## config.mk

```make
export PLATFORM = sky130hd
export DESIGN_NAME = key_event_decoder
export DESIGN_NICKNAME = d
export VERILOG_FILES = /design/src/rtl/key_event_decoder.sv
export SDC_FILE = /design/constraint.sdc
export NUM_CORES = 1
export LEC_CHECK = 0
export BUFFER_PORTS_ARGS = -buffer_cell sky130_fd_sc_hd__buf_2
export CORE_AREA = 2 2 61 63
export DETAILED_ROUTE_END_ITERATION = 7
export DIE_AREA = 0 0 63 65
export PLACE_DENSITY = 0.81
export SYNTH_ARGS = -nofsm -noshare
export SYNTH_HDL_FRONTEND = slang
export SYNTH_SLANG_ARGS = --single-unit
```

## constraint.sdc

```tcl
create_clock -name i_clk -period 2.13 [get_ports i_clk]
set_input_delay 0.426 -clock i_clk [delete_from_list [all_inputs] [get_ports i_clk]]
set_output_delay 0.426 -clock i_clk [all_outputs]
set_load 0.01 [all_outputs]
```

## src/rtl/key_event_decoder.sv

```systemverilog
// key_event_decoder
// Classifies debounced push-button press/release pulses into single-click,
// double-click, long-press and auto-repeat events. All outputs are registered.
//
// Ports:
//   i_clk    - system clock, rising edge
//   i_rst    - asynchronous active-low reset
//   i_pos    - one-cycle press pulse from the debouncer
//   i_neg    - one-cycle release pulse from the debouncer
//   o_single - one-cycle pulse, single click
//   o_double - one-cycle pulse, double click
//   o_long   - one-cycle pulse, long press detected
//   o_repeat - one-cycle pulse, auto-repeat tick while long-held
//   o_held   - level, button currently considered pressed
module key_event_decoder #(
  parameter int unsigned LONG_CYC   = 6_000_000,
  parameter int unsigned DBL_CYC    = 3_000_000,
  parameter int unsigned REPEAT_CYC = 1_200_000
) (
  input  logic i_clk,
  input  logic i_rst,
  input  logic i_pos,
  input  logic i_neg,
  output logic o_single,
  output logic o_double,
  output logic o_long,
  output logic o_repeat,
  output logic o_held
);

  localparam int unsigned MAX_LD  = (LONG_CYC > DBL_CYC) ? LONG_CYC : DBL_CYC;
  localparam int unsigned MAX_CYC = (MAX_LD > REPEAT_CYC) ? MAX_LD : REPEAT_CYC;
  localparam int unsigned CNT_W   = $clog2(MAX_CYC);

  // Terminal counts; the counter is cleared on reaching them so it never wraps.
  localparam logic [CNT_W-1:0] LONG_TC   = CNT_W'(LONG_CYC - 1);
  localparam logic [CNT_W-1:0] DBL_TC    = CNT_W'(DBL_CYC - 1);
  localparam logic [CNT_W-1:0] REPEAT_TC = CNT_W'(REPEAT_CYC - 1);

  typedef enum logic [2:0] {
    ST_IDLE   = 3'd0,
    ST_PRESS1 = 3'd1,
    ST_GAP    = 3'd2,
    ST_PRESS2 = 3'd3,
    ST_LONG   = 3'd4
  } state_e;

  state_e           state_q, state_d;
  logic [CNT_W-1:0] cnt_q, cnt_d;
  logic             single_q, single_d;
  logic             double_q, double_d;
  logic             long_q, long_d;
  logic             repeat_q, repeat_d;
  logic             held_q, held_d;

  // Next-state, counter and event decisions. Inputs beat terminal counts.
  always_comb begin
    state_d  = state_q;
    cnt_d    = cnt_q;
    single_d = 1'b0;
    double_d = 1'b0;
    long_d   = 1'b0;
    repeat_d = 1'b0;

    case (state_q)
      ST_IDLE: begin
        if (i_pos) begin
          state_d = ST_PRESS1;
          cnt_d   = '0;
        end
      end
      ST_PRESS1: begin
        if (i_neg) begin
          state_d = ST_GAP;
          cnt_d   = '0;
        end else if (cnt_q == LONG_TC) begin
          state_d = ST_LONG;
          cnt_d   = '0;
          long_d  = 1'b1;
        end else begin
          cnt_d = cnt_q + CNT_W'(1);
        end
      end
      ST_GAP: begin
        if (i_pos) begin
          state_d = ST_PRESS2;
          cnt_d   = '0;
        end else if (cnt_q == DBL_TC) begin
          state_d  = ST_IDLE;
          cnt_d    = '0;
          single_d = 1'b1;
        end else begin
          cnt_d = cnt_q + CNT_W'(1);
        end
      end
      ST_PRESS2: begin
        // Counter sits at zero here; no long detection on the second press.
        if (i_neg) begin
          state_d  = ST_IDLE;
          cnt_d    = '0;
          double_d = 1'b1;
        end
      end
      ST_LONG: begin
        if (i_neg) begin
          state_d = ST_IDLE;
          cnt_d   = '0;
        end else if (cnt_q == REPEAT_TC) begin
          cnt_d    = '0;
          repeat_d = 1'b1;
        end else begin
          cnt_d = cnt_q + CNT_W'(1);
        end
      end
      default: begin
        state_d = ST_IDLE;
        cnt_d   = '0;
      end
    endcase

    // Held follows the state being entered, so it is high for each cycle spent pressed.
    held_d = (state_d == ST_PRESS1) || (state_d == ST_PRESS2) || (state_d == ST_LONG);
  end

  // State, counter and output registers.
  always_ff @(posedge i_clk or negedge i_rst) begin
    if (!i_rst) begin
      state_q  <= ST_IDLE;
      cnt_q    <= '0;
      single_q <= 1'b0;
      double_q <= 1'b0;
      long_q   <= 1'b0;
      repeat_q <= 1'b0;
      held_q   <= 1'b0;
    end else begin
      state_q  <= state_d;
      cnt_q    <= cnt_d;
      single_q <= single_d;
      double_q <= double_d;
      long_q   <= long_d;
      repeat_q <= repeat_d;
      held_q   <= held_d;
    end
  end

  assign o_single = single_q;
  assign o_double = double_q;
  assign o_long   = long_q;
  assign o_repeat = repeat_q;
  assign o_held   = held_q;

endmodule
```

Word level (Yosys, flattened, before mapping)
Cells that the tools add are included.
W data, S select, Z words.
{ "totals": {"ff_bits": 31, "inputBits": 4, "out_inout_bits": 5, "elab_cells": 52} }
{ "classes": {"mux": 27, "n_reduce_logical": 5, "add_sub_neg": 1, "n_eq_ne": 12} }
{ "ops": {"columns": ["op", "count"], "rows": [
  ["$mux W23", 8],
  ["$pmux W23 S5", 1],
  ["$add A23 B1 Y23 const B", 1],
  ["$eq A23 B21 Y1 const B", 1],
  ["$eq A23 B22 Y1 const B", 1],
  ["$eq A23 B23 Y1 const B", 1],
  ["$mux W3", 6],
  ["$pmux W3 S4", 1],
  ["$mux W1", 11],
  ["$eq A3 B2 Y1 const B", 3],
  ["$eq A3 B1 Y1 const B", 2],
  ["$eq A3 B3 Y1 const B", 2],
  ["$ne A2 B2 Y1 const B", 2],
  ["$logic_not A3 Y1", 1],
  ["$logic_or A1 B1 Y1", 2],
  ["$reduce_and A2 Y1", 1],
  ["$reduce_or A2 Y1", 1]
]} }

Logic depth before layout (Yosys ltp)
{ "logic_depth": {"ltp_word": 7, "depth_mapped": 8, "depth_no_buf": 7} }

Worst setup path before layout
Ideal clock, no wire load.
{ "synth_timing": {"path_kind": "reg2reg", "from": "register cnt_q[0]", "to": "register cnt_q[2]", "setup_time_ps": 122, "n_path_buf": 1, "stages_incl_launch_ff": 9, "period_less_slack_ps": 2047, "arrival_time_ps": 1925, "path_slack_ps": 83, "required_time_ps": 2008, "cell_sequence": "dfrtp_1 > ha_1 > nand3_1 > nor4_4 > nand4_1 > a21o_2 > nor3b_4 > buf_6 > nor3_2"} }
{ "synth_via": {"elab_chain_len": 4, "word_cells_on_any_way": 11, "classes_between": "add/sub: 1; eq/ne: 3; mux: 7"} }
{ "synth_lines": {"columns": ["item", "line", "text"], "rows": [
  ["start: declaration", "49", "logic [CNT_W-1:0] cnt_q, cnt_d;"],
  ["start signal: assignment", "137", "cnt_q <= cnt_d;"],
  ["$add A23 B1 Y23, or another cell as far along", "81, 93, 112", null],
  ["$mux W23 (on tied branches)", "108, 76, 88", null],
  ["$mux W23 (on tied branches)", "105, 73, 85", null],
  ["$pmux W23 S5 (*)", "65", "case (state_q)"]
]} }
Mark *: on every way between the ends. The rest lies on a longest branch, timed or not.
A chain may end at the register's enable or synchronous reset.

Worst setup path after layout
{ "layout_timing": {"from": "register cnt_q[0]", "to": "register cnt_q[21]"} }
The elaborated chain is that of the path after synthesis.

==> summary by stage <==
Outcome
The flow ran to the end, but the final reports show violations. The final reports fail on negative setup slack.

Drt
The total routed wirelength is 3960 um. After the first detailed-routing iteration, the DRC count stood at 40. The number of remaining DRC errors is 0. In the routed layout, each cell is associated on average with a via count of 5.44.

The final route contains 1473 vias. The number of iterations in the first detailed-routing pass is 6. The routed length per placed instance is 14.6 um. The number of antenna-violating nets in the routed design is 0.

Die
The die extent in x is 63 um. The number of ports placed on the die boundary is 9. The floorplan core area is 3500 um2.

The total die area is 4100 um2. From bottom edge to top edge, the die measures 65 um. The floorplan has 22 rows. The initial standard-cell utilization of the core is 50.8%.

GRT
The first-pass GRT wire length is 6810 um. The aggregate global-route resource usage is 22.1%. The number of antenna violations at the first check in global routing came to 0. The residual overflow from global routing is 0. Entering global routing, the biggest net connects 32 pins. The via count of the first global-routing pass is 1499.

CTS
The worst-skew pair later-pin latency is 340 ps. The clock root buffer master is clkbuf_4. The maximum number of buffers from clock root to sink is 2. Buffers inserted during clock tree synthesis total 5.

Clock-pin slew was measured on the worst setup and hold paths at 100 ps. The CTS tree is done. The number of hold buffers added after cts is 0. The number of sinks on the clock net is 31.

The CTS H-tree depth is 2.

Critical path
In this run the worst path has a maximum fanout of 6. The data arrival at the endpoint of the critical path is 2440 ps. The critical path in this run is classified as register to register.

The cell type of the slowest stage on the worst timing path is or4_4. The kind of start point of the critical path is a register. STA puts the critical path data required time at 2360 ps. The highest cell delay on the worst timing path is 530 ps. The endpoint type of the worst setup path is a register. The critical path goes through ha_4 > and3_4 > nand3_2 > or4_4 > nor2b_4 > nor3b_4 > buf_6 > nor2_1.

STA
The final-report max-slew violation count is 0. Static timing analysis puts the maximum clock frequency at 452 MHz. For the pin with the worst max-slew slack, the measured transition is 686 ps. After routing, the total negative slack on setup checks comes to -1200 ps. In this run the tightest slew margin relative to its limit is 54.2%. Clock skew on the completed layout was measured at 8.74 ps.

After layout, the worst setup slack is -81.8 ps. The minimum clock period after layout is 2210 ps. The final setup violation count is 21. Of the available clock period, the critical path in the final layout requires 104%. Setup repair after global routing could not meet its margin everywhere. The number of failing hold endpoints at the final stage was 0.

Yosys
The commonest cells after synthesis are dfrtp_1, nor2_1, nand3_1, xor2_1, nand2_1. The fraction of synthesis flops using an asynchronous set or reset pin is 100%. The synthesized instance count is 184. The post-synthesis net count is 189. The part of the Yosys area used for sequential elements is 43.7%. The count of flip-flops with a built-in enable after synthesis is 0. The flip-flop cell with the highest count after synthesis is dfrtp_1.

The top-area cell type share of the netlist area is 43.7%. Summing the areas of all xor and xnor instances in the mapped netlist gives 8.38% of the synthesized area. The netlist uses 45 different library cells. The synthesized netlist devotes 5.77% of its cell area to compound gates. Sorting the synthesized cells by area gives the leading types as dfrtp_1, nor2_1, xor2_1. The library cell with the largest summed area after synthesis is dfrtp_1. For this run, the number of Yosys warnings is 0.

The most frequent cell after synthesis is dfrtp_1. After synthesis, the share of cell area in mux cells is 1.20%. The mapped cell area is 1780 um2.

Averaged over all synthesized cells, the footprint is 9.66 um2. After synthesis, the largest family of logic cells by area is simple AND/OR/NAND/NOR gates. The count of state elements after synthesis is 31.

Summing the areas of all and, or, nand and nor instances in the mapped netlist gives 36.1% of the synthesized area. After Yosys synthesis, full adders, half adders and majority gates account for 0.704% of the synthesized area.

Place
The congestion estimate from routability-driven global placement came to 0.884. The number of buffer cells added on primary ports is 8. The placed instance count is 255. The post-DP HPWL is 2690 um.

Hold path
The worst hold path class is primary input to asynchronous set/reset pin.

Power and ir drop
VDD sags by at most 0.274 mV. Summed over all cells, the static leakage comes to 0.000981 uW. The total power divided by cell area is 690 nW/um2.

Final layout
The number of fill cells is 291. The growth of design area from synthesis to finish is 22.4%. The antenna diode count is 0.

In the final layout, the share of cells above drive strength 1 is 33.6%. The utilization after layout is 62.2%. Once layout is complete, the cells apart from fillers number 271. For this run, the post-layout net count is 227.

Job
The count of maximum capacitance violations is 0.
-- layout by cell type (no fill, tap or decap), types with 2 or more instances in the layout --
cell type	instances
and4bb_2	2
clkbuf_4	5
nand4b_1	3
nand2_1	11
nand3_1	10
xnor2_1	5
nand4_1	6
nor2_4	3
xor2_1	12
o21ai_0	6
or2_2	2
nor3_2	4
nor2_1	27
clkinv_2	3
dfrtp_1	31
buf_4	29
buf_6	2
a21oi_1	8
and2_2	2
buf_2	8
inv_1	3
nor3_1	4
and3_1	7
o21ai_1	2
-- final timing paths --
path | slack (ps) | cells past startpoint | endpoint | startpoint
setup / recovery | -80 | 8 | cnt_q[21] | cnt_q[0]
hold / removal | 110 | 1 | o_held | i_rst
setup reg to reg | -80 | 8 | cnt_q[21] | cnt_q[0]
hold reg to reg | 590 | 2 | o_double | state_q[2]
max in group asynchronous | 1570 | 1 | cnt_q[20] | i_rst
min in group i_clk | 370 | 3 | state_q[0] | i_pos
-- per-layer routing --
layer  GRT usage, %  vias up  share of wire, %
met5              0        -                 0
met4           10.8        0               3.1
met3           5.56       10               5.8
met2           37.9       38                50
met1           25.8      707                41
li1               -      718                 -
-- cell families (layout without fill, tap and decap cells) --
group | Yosys count | count (layout)
DFF | 31 | 31
buffers and inverters | 11 | 50
adders and majority gates | 1 | 1
AOI/OAI and AO/OA | 19 | 19
and+or+nand+nor | 103 | 103
xor gates and xnor gates | 17 | 17
muxes | 2 | 2
-- area by class of cell --
type / instances / area [um2] / area share [%]
clock buffer: 5 / 37.5 / 1.73
clock inverter: 3 / 15.0 / 0.690
inverter: 3 / 11.3 / 0.518
multi-input combinational: 142 / 995 / 45.7
sequential: 31 / 776 / 35.7
tap: 48 / 60.1 / 2.76
timing repair buffer: 39 / 280 / 12.9
-- flip-flops by register name (all words and copies together) (netlist names) --
register  cells
cnt_q        23
o_double      1
o_held        1
o_long        1
o_repeat      1
o_single      1
state_q       3
-- repair_timing --
| item | CTS | global route |
|---|---|---|
| buffers inserted | 5 | 2 |
| cloned | 1 | 0 |
| endpoints found under the setup margin | 20 | 23 |
| gates resized for setup | 6 | 14 |
| pin swaps | 0 | 5 |
-- where the power goes --
part | total (uW) | internal [uW] | switching (uW)
logic | 504 | 223 | 281
registers | 670 | 627 | 42.6
clock network | 326 | 122 | 203
total | 1500 | 972 | 527
-- worst max-delay path: cells and delay by family, from the launching register on --
family	cells	cell delay [ps]
buffers and inverters	1	200
AND/OR/NAND/NOR	6	1290
flip-flops	1	420
adder cells (fa/ha/maj)	1	180
-- stage by stage --
step           cell area, um2  power [uW]  hold WS, ps  worst slack [ps]
2_1_floorplan            1780         974          130              83.3
3_3_place_gp             1990        1050          496            -0.121
3_5_place_dp             1990        1070          504             -45.7
4_1_cts                  2100        1460          127             -43.0
5_1_grt                  2170        1600          163              -180
6_report                 2170        1500          114             -81.8
Power figures use the tool's default switching activity.
